==> config.mk <==
export PLATFORM = sky130hd
export DESIGN_NAME = hc85_seq_cascade_flat
export DESIGN_NICKNAME = d
export VERILOG_FILES = /design/src/rtl/hc85_seq_cascade_if.sv /design/src/rtl/hc85_seq_cascade.sv /design/src/flat_wrapper.sv
export SDC_FILE = /design/constraint.sdc
export NUM_CORES = 1
export LEC_CHECK = 0
export CAP_MARGIN = 10
export CORE_ASPECT_RATIO = 1.25
export CORE_MARGIN = 10
export CORE_UTILIZATION = 46
export CTS_CLUSTER_DIAMETER = 150
export DETAILED_ROUTE_END_ITERATION = 7
export PLACE_DENSITY_LB_ADDON = 0.25
export SLEW_MARGIN = 5
export SYNTH_ARGS = -nofsm -noshare
export SYNTH_HDL_FRONTEND = slang
export SYNTH_SLANG_ARGS = --single-unit
==> constraint.sdc <==
create_clock -name CLK -period 2.65 [get_ports CLK]
set_input_delay 0.265 -clock CLK [delete_from_list [all_inputs] [get_ports CLK]]
set_output_delay 0.265 -clock CLK [all_outputs]
set_load 0.005 [all_outputs]
==> src/rtl/hc85_seq_cascade_if.sv <==
// Handshake and operand bundle for hc85_seq_cascade.
// The requester drives START/operands/cascade inputs; the comparator returns status and result.
interface hc85_seq_cascade_if #(
    parameter int WIDTH = 16
) ();
    logic             START;
    logic [WIDTH-1:0] A;
    logic [WIDTH-1:0] B;
    logic             IAGB;
    logic             IASB;
    logic             IAEB;
    logic             BUSY;
    logic             DONE;
    logic             QAGB;
    logic             QASB;
    logic             QAEB;

    modport master (
        output START, A, B, IAGB, IASB, IAEB,
        input  BUSY, DONE, QAGB, QASB, QAEB
    );

    modport slave (
        input  START, A, B, IAGB, IASB, IAEB,
        output BUSY, DONE, QAGB, QASB, QAEB
    );
endinterface

==> src/rtl/hc85_seq_cascade.sv <==
// Nibble-serial HC85-style magnitude comparator, LSB nibble first, with cascade in/out.
// Define HC85_SIGNED_EN to treat operands as two's complement (MSB nibble compared signed).
module hc85_seq_cascade #(
    parameter int WIDTH = 16
) (
    input logic               CLK,
    input logic               RST_N,
    hc85_seq_cascade_if.slave bus
);
    localparam int NIB = WIDTH / 4;
    localparam int CW  = (NIB > 1) ? $clog2(NIB) : 1;
    localparam logic [CW-1:0] LAST = CW'(NIB - 1);

    typedef enum logic {IDLE, RUN} state_t;
    typedef enum logic [1:0] {C_EQ = 2'd0, C_GT = 2'd1, C_LT = 2'd2} casc_t;

    state_t           state, state_nxt;
    casc_t            casc, casc_nxt, casc_init, casc_step;
    logic [CW-1:0]    cnt, cnt_nxt;
    logic [WIDTH-1:0] a_q, b_q, a_sh, b_sh;
    logic [3:0]       a_nib, b_nib;
    logic             busy_q, busy_nxt, done_q, done_nxt;
    logic             load, last;
    logic [2:0]       q, q_nxt;  // {gt, lt, eq}

    assign load = (state == IDLE) && bus.START;
    assign last = (state == RUN) && (cnt == LAST);

    // Cascade inputs decode like a real HC85: IAEB wins, illegal 00/11 fall back to equal.
    always_comb begin
        casc_init = C_EQ;
        if (bus.IAEB)                   casc_init = C_EQ;
        else if (bus.IAGB && !bus.IASB) casc_init = C_GT;
        else if (!bus.IAGB && bus.IASB) casc_init = C_LT;
    end

    always_comb begin
        a_sh  = a_q >> {cnt, 2'b00};
        b_sh  = b_q >> {cnt, 2'b00};
        a_nib = a_sh[3:0];
        b_nib = b_sh[3:0];
`ifdef HC85_SIGNED_EN
        // Flipping the sign bit maps two's complement order onto unsigned order.
        if (cnt == LAST) begin
            a_nib[3] = ~a_nib[3];
            b_nib[3] = ~b_nib[3];
        end
`endif
        casc_step = casc;
        if (a_nib > b_nib)      casc_step = C_GT;
        else if (a_nib < b_nib) casc_step = C_LT;
    end

    always_ff @(posedge CLK or negedge RST_N) begin
        if (!RST_N) state <= IDLE;
        else        state <= state_nxt;
    end

    always_comb begin
        state_nxt = state;
        case (state)
            IDLE:    if (bus.START) state_nxt = RUN;
            RUN:     if (last)      state_nxt = IDLE;
            default: state_nxt = IDLE;
        endcase
    end

    always_comb begin
        cnt_nxt  = cnt;
        casc_nxt = casc;
        busy_nxt = busy_q;
        done_nxt = 1'b0;
        q_nxt    = q;
        case (state)
            IDLE: begin
                if (bus.START) begin
                    cnt_nxt  = '0;
                    casc_nxt = casc_init;
                    busy_nxt = 1'b1;
                end
            end
            RUN: begin
                casc_nxt = casc_step;
                cnt_nxt  = last ? '0 : cnt + 1'b1;
                if (last) begin
                    busy_nxt = 1'b0;
                    done_nxt = 1'b1;
                    case (casc_step)
                        C_GT:    q_nxt = 3'b100;
                        C_LT:    q_nxt = 3'b010;
                        default: q_nxt = 3'b001;
                    endcase
                end
            end
            default: ;
        endcase
    end

    always_ff @(posedge CLK or negedge RST_N) begin
        if (!RST_N) begin
            cnt    <= '0;
            casc   <= C_EQ;
            a_q    <= '0;
            b_q    <= '0;
            busy_q <= 1'b0;
            done_q <= 1'b0;
            q      <= 3'b001;
        end else begin
            cnt    <= cnt_nxt;
            casc   <= casc_nxt;
            busy_q <= busy_nxt;
            done_q <= done_nxt;
            q      <= q_nxt;
            if (load) begin
                a_q <= bus.A;
                b_q <= bus.B;
            end
        end
    end

    assign bus.BUSY = busy_q;
    assign bus.DONE = done_q;
    assign bus.QAGB = q[2];
    assign bus.QASB = q[1];
    assign bus.QAEB = q[0];
endmodule
==> src/flat_wrapper.sv <==
// flat-port wrapper written by rule: the top's interface ports become plain ports
module hc85_seq_cascade_flat 
#(
    parameter int WIDTH = 16
)
  (CLK, RST_N, bus_START, bus_A, bus_B, bus_IAGB, bus_IASB, bus_IAEB, bus_BUSY, bus_DONE, bus_QAGB, bus_QASB, bus_QAEB);
  hc85_seq_cascade_if #(.WIDTH(WIDTH)) bus_i ();
  input logic CLK;
  input logic RST_N;
  input wire logic [$bits(bus_i.START)-1:0] bus_START;
  input wire logic [$bits(bus_i.A)-1:0] bus_A;
  input wire logic [$bits(bus_i.B)-1:0] bus_B;
  input wire logic [$bits(bus_i.IAGB)-1:0] bus_IAGB;
  input wire logic [$bits(bus_i.IASB)-1:0] bus_IASB;
  input wire logic [$bits(bus_i.IAEB)-1:0] bus_IAEB;
  output wire logic [$bits(bus_i.BUSY)-1:0] bus_BUSY;
  output wire logic [$bits(bus_i.DONE)-1:0] bus_DONE;
  output wire logic [$bits(bus_i.QAGB)-1:0] bus_QAGB;
  output wire logic [$bits(bus_i.QASB)-1:0] bus_QASB;
  output wire logic [$bits(bus_i.QAEB)-1:0] bus_QAEB;
  assign bus_i.START = bus_START;
  assign bus_i.A = bus_A;
  assign bus_i.B = bus_B;
  assign bus_i.IAGB = bus_IAGB;
  assign bus_i.IASB = bus_IASB;
  assign bus_i.IAEB = bus_IAEB;
  assign bus_BUSY = bus_i.BUSY;
  assign bus_DONE = bus_i.DONE;
  assign bus_QAGB = bus_i.QAGB;
  assign bus_QASB = bus_i.QASB;
  assign bus_QAEB = bus_i.QAEB;
  hc85_seq_cascade #(.WIDTH(WIDTH)) u_core (.CLK(CLK), .RST_N(RST_N), .bus(bus_i));
endmodule
==> results_dict.tcl <==
set metrics [dict create \
    status "finished, final reports clean" \
    r2r_end "u_core.q[2]" \
    crit_arrival_ns 2.70 \
    postCtsSetupBuffers 0 \
    post-route-min-period_ns 2.521 \
    track_usage_pct 11.89 \
    grt_max_degree 43 \
    layout_common_cells "clkdlybuf4s50_1, dfrtp_1, mux2_4" \
    instances_no_fill 244 \
    setup.reg_to_reg.worst_slack_ns 0.13 \
    finalCritPeriodShare_pct 95.13 \
    stdcell_area_um2 2676 \
    crit_type "flop to flop" \
    die_height_um 95.98 \
    die_w_um 80.79 \
    ir_worst_vdd_uv 666.2 \
    critPathMaxFanout 6 \
    report.final.hold_viol_count 0 \
    utilization_pct 60.48 \
    synthDistinctLibCells 25 \
    firstDrtPassIters 4 \
    routabilityCongestion 0.8121 \
    cts-buffers-inserted 5 \
    cp.required_ns 2.83 \
    io-pin-count 43 \
    slew_violations 0 \
    crit_buf_inv 2 \
    cp_cell_sequence "buf_12, mux4_2, ha_1, a21oi_1, o21ai_2, buf_4, and2_1, ha_1, mux2_2" \
    final-setup-viol-count 0 \
    die-area_um2 7754 \
    start_util_pct 48.01 \
    end_kind "flop" \
    dp_slack_ns 0.1042 \
    finClkSkew_ns 0.006603 \
    seq_area_frac_synth_pct 49.53 \
    total_power_mw 3.407 \
    root_buffer "clkbuf_8" \
    num_vias 1245 \
    ctsResizeCount 0 \
    synth_flop_cell "dfrtp_1" \
    rr_worst_depth 9 \
    drive_gt1_share_pct 31.72 \
    cts_hold_buf 0 \
    numClockSinks 42 \
    synth-async-reset-ratio_pct 100.0 \
    slew_headroom_pct 37.99 \
    drv_cap 0 \
    ys_warn_count 0 \
    crit_family "multiplexers" \
    wirelength_um 4240 \
    rows 27 \
    rsz0062_at_grt "no" \
    final_net_count 230 \
    whs_ns 0.1107 \
    cts_tree "built" \
    gr-total-overflow 0 \
    grt_pass1_vias 1435 \
    syn_inst 138 \
    hp-class "input port to async pin" \
    place_area_um2 2566 \
    clk_path_buf_depth 2 \
    fin_ws_ns 0.1290 \
    drc_errors 0 \
    dpl.hpwl_um 3221 \
    worst_pin_slew_ns 0.9301 \
    drt_iter0_drc 69 \
    synth_edf_count 0 \
    critPathSlowestCell "mux4_2" \
    synth_seq_cells 42 \
    fmax_mhz 396.7 \
    setup_tns_ns 0 \
    grt_pass1_wl_um 7017 \
    timing.rr.start "u_core.cnt[0]" \
    io_buffers 42 \
    h-tree-depth 2 \
    powerDensity_nw_per_um2 1273 \
    cp-start-kind "flop" \
    crit_top_cell "ha_1" \
    area_delta_synth_final_pct 25.97 \
    core_um2 4425 \
    crit_path_max_incr_delay_ns 0.51 \
    clk_latency_ns 0.29 \
    leakagePower_nw 1.186 \
    synthesis.area_um2 2125 \
    ant_nets 0 \
    syn_nets 183 \
    via_per_inst 5.102 \
    antenna_found_initial 0 \
    clk_pin_slew_ns 0.08 \
    wl_per_cell_um 17.38 \
    avgSynthCellArea_um2 15.40 \
    antenna_cells 0 \
    dp_cells 236 \
]
## power breakdown
group / internal [mW] / switching [mW] / total, mW / leakage [nW]
combinational: 1.06 / 0.650 / 1.71 / 0.638
sequential: 0.972 / 0.232 / 1.20 / 0.495
clock: 0.282 / 0.214 / 0.496 / 0.0524
## worst max-delay path by stage
stage / slack [ns] / endpoint / cells past startpoint / start
after detailed placement: 0.10 / u_core.q[2] / 9 / u_core.cnt[0]
after global placement: 0.20 / u_core.q[2] / 9 / u_core.cnt[0]
after global routing: 0.02 / u_core.q[2] / 9 / u_core.cnt[0]
final: 0.13 / u_core.q[2] / 9 / u_core.cnt[0]
after CTS: 0.09 / u_core.q[2] / 9 / u_core.cnt[0]
after floorplan: 0.03 / u_core.q[0] / 8 / u_core.cnt[0]
## Yosys cell counts (2+ instances only)
master / n / share of area (%)
a21oi_1: 3 / 0.71
ha_1: 7 / 4.1
a31oi_1: 2 / 0.59
mux4_2: 8 / 8.5
o21a_1: 2 / 0.71
o21ai_0: 4 / 0.94
nand2b_1: 3 / 0.88
mux2_4: 28 / 20
dfrtp_1: 41 / 48
nor2_1: 6 / 1.1
buf_12: 4 / 3.8
nand2_1: 5 / 0.88
inv_1: 7 / 1.2
mux2_2: 7 / 3.7
## worst reg2reg max path, cell delays in order, from the launching register on
cell and delay (ns):
dfrtp_1 0.41, buf_12 0.14, mux4_2 0.51, ha_1 0.34
a21oi_1 0.20, o21ai_2 0.09, buf_4 0.15, and2_1 0.14
ha_1 0.18, mux2_2 0.26
## sequential cells by signal, indices dropped and copies added (netlist names)
register / cells
u_core.casc: 2
u_core.b_q: 16
u_core.bus.DONE: 1
u_core.q: 3
u_core.bus.BUSY: 1
u_core.a_q: 16
u_core.state: 1
u_core.cnt: 2
## metal layers
layer	track usage, %	wire, µm
met1	13.23	1720
met2	19.95	2173
met3	4.291	262
met4	5.347	83
met5	0	0
## layout make-up
cell class	count	area (µm²)
sequential	42	1052
inverter	7	26.28
timing repair buffer	47	465.4
clock inverter	1	30.03
multi-input combinational	82	953.4
tap	58	72.57
clock buffer	7	76.32
fill	372	1749
## logic make-up after synthesis
group	after synthesis	synth area share, %
muxes	43	31.98
and+or+nand+nor	20	5.242
buffers and inverters	14	5.772
DFF	42	49.53
adders and majority gates	7	4.122
AOI/OAI and AO/OA	12	3.356
Power figures use the tool's default switching activity.
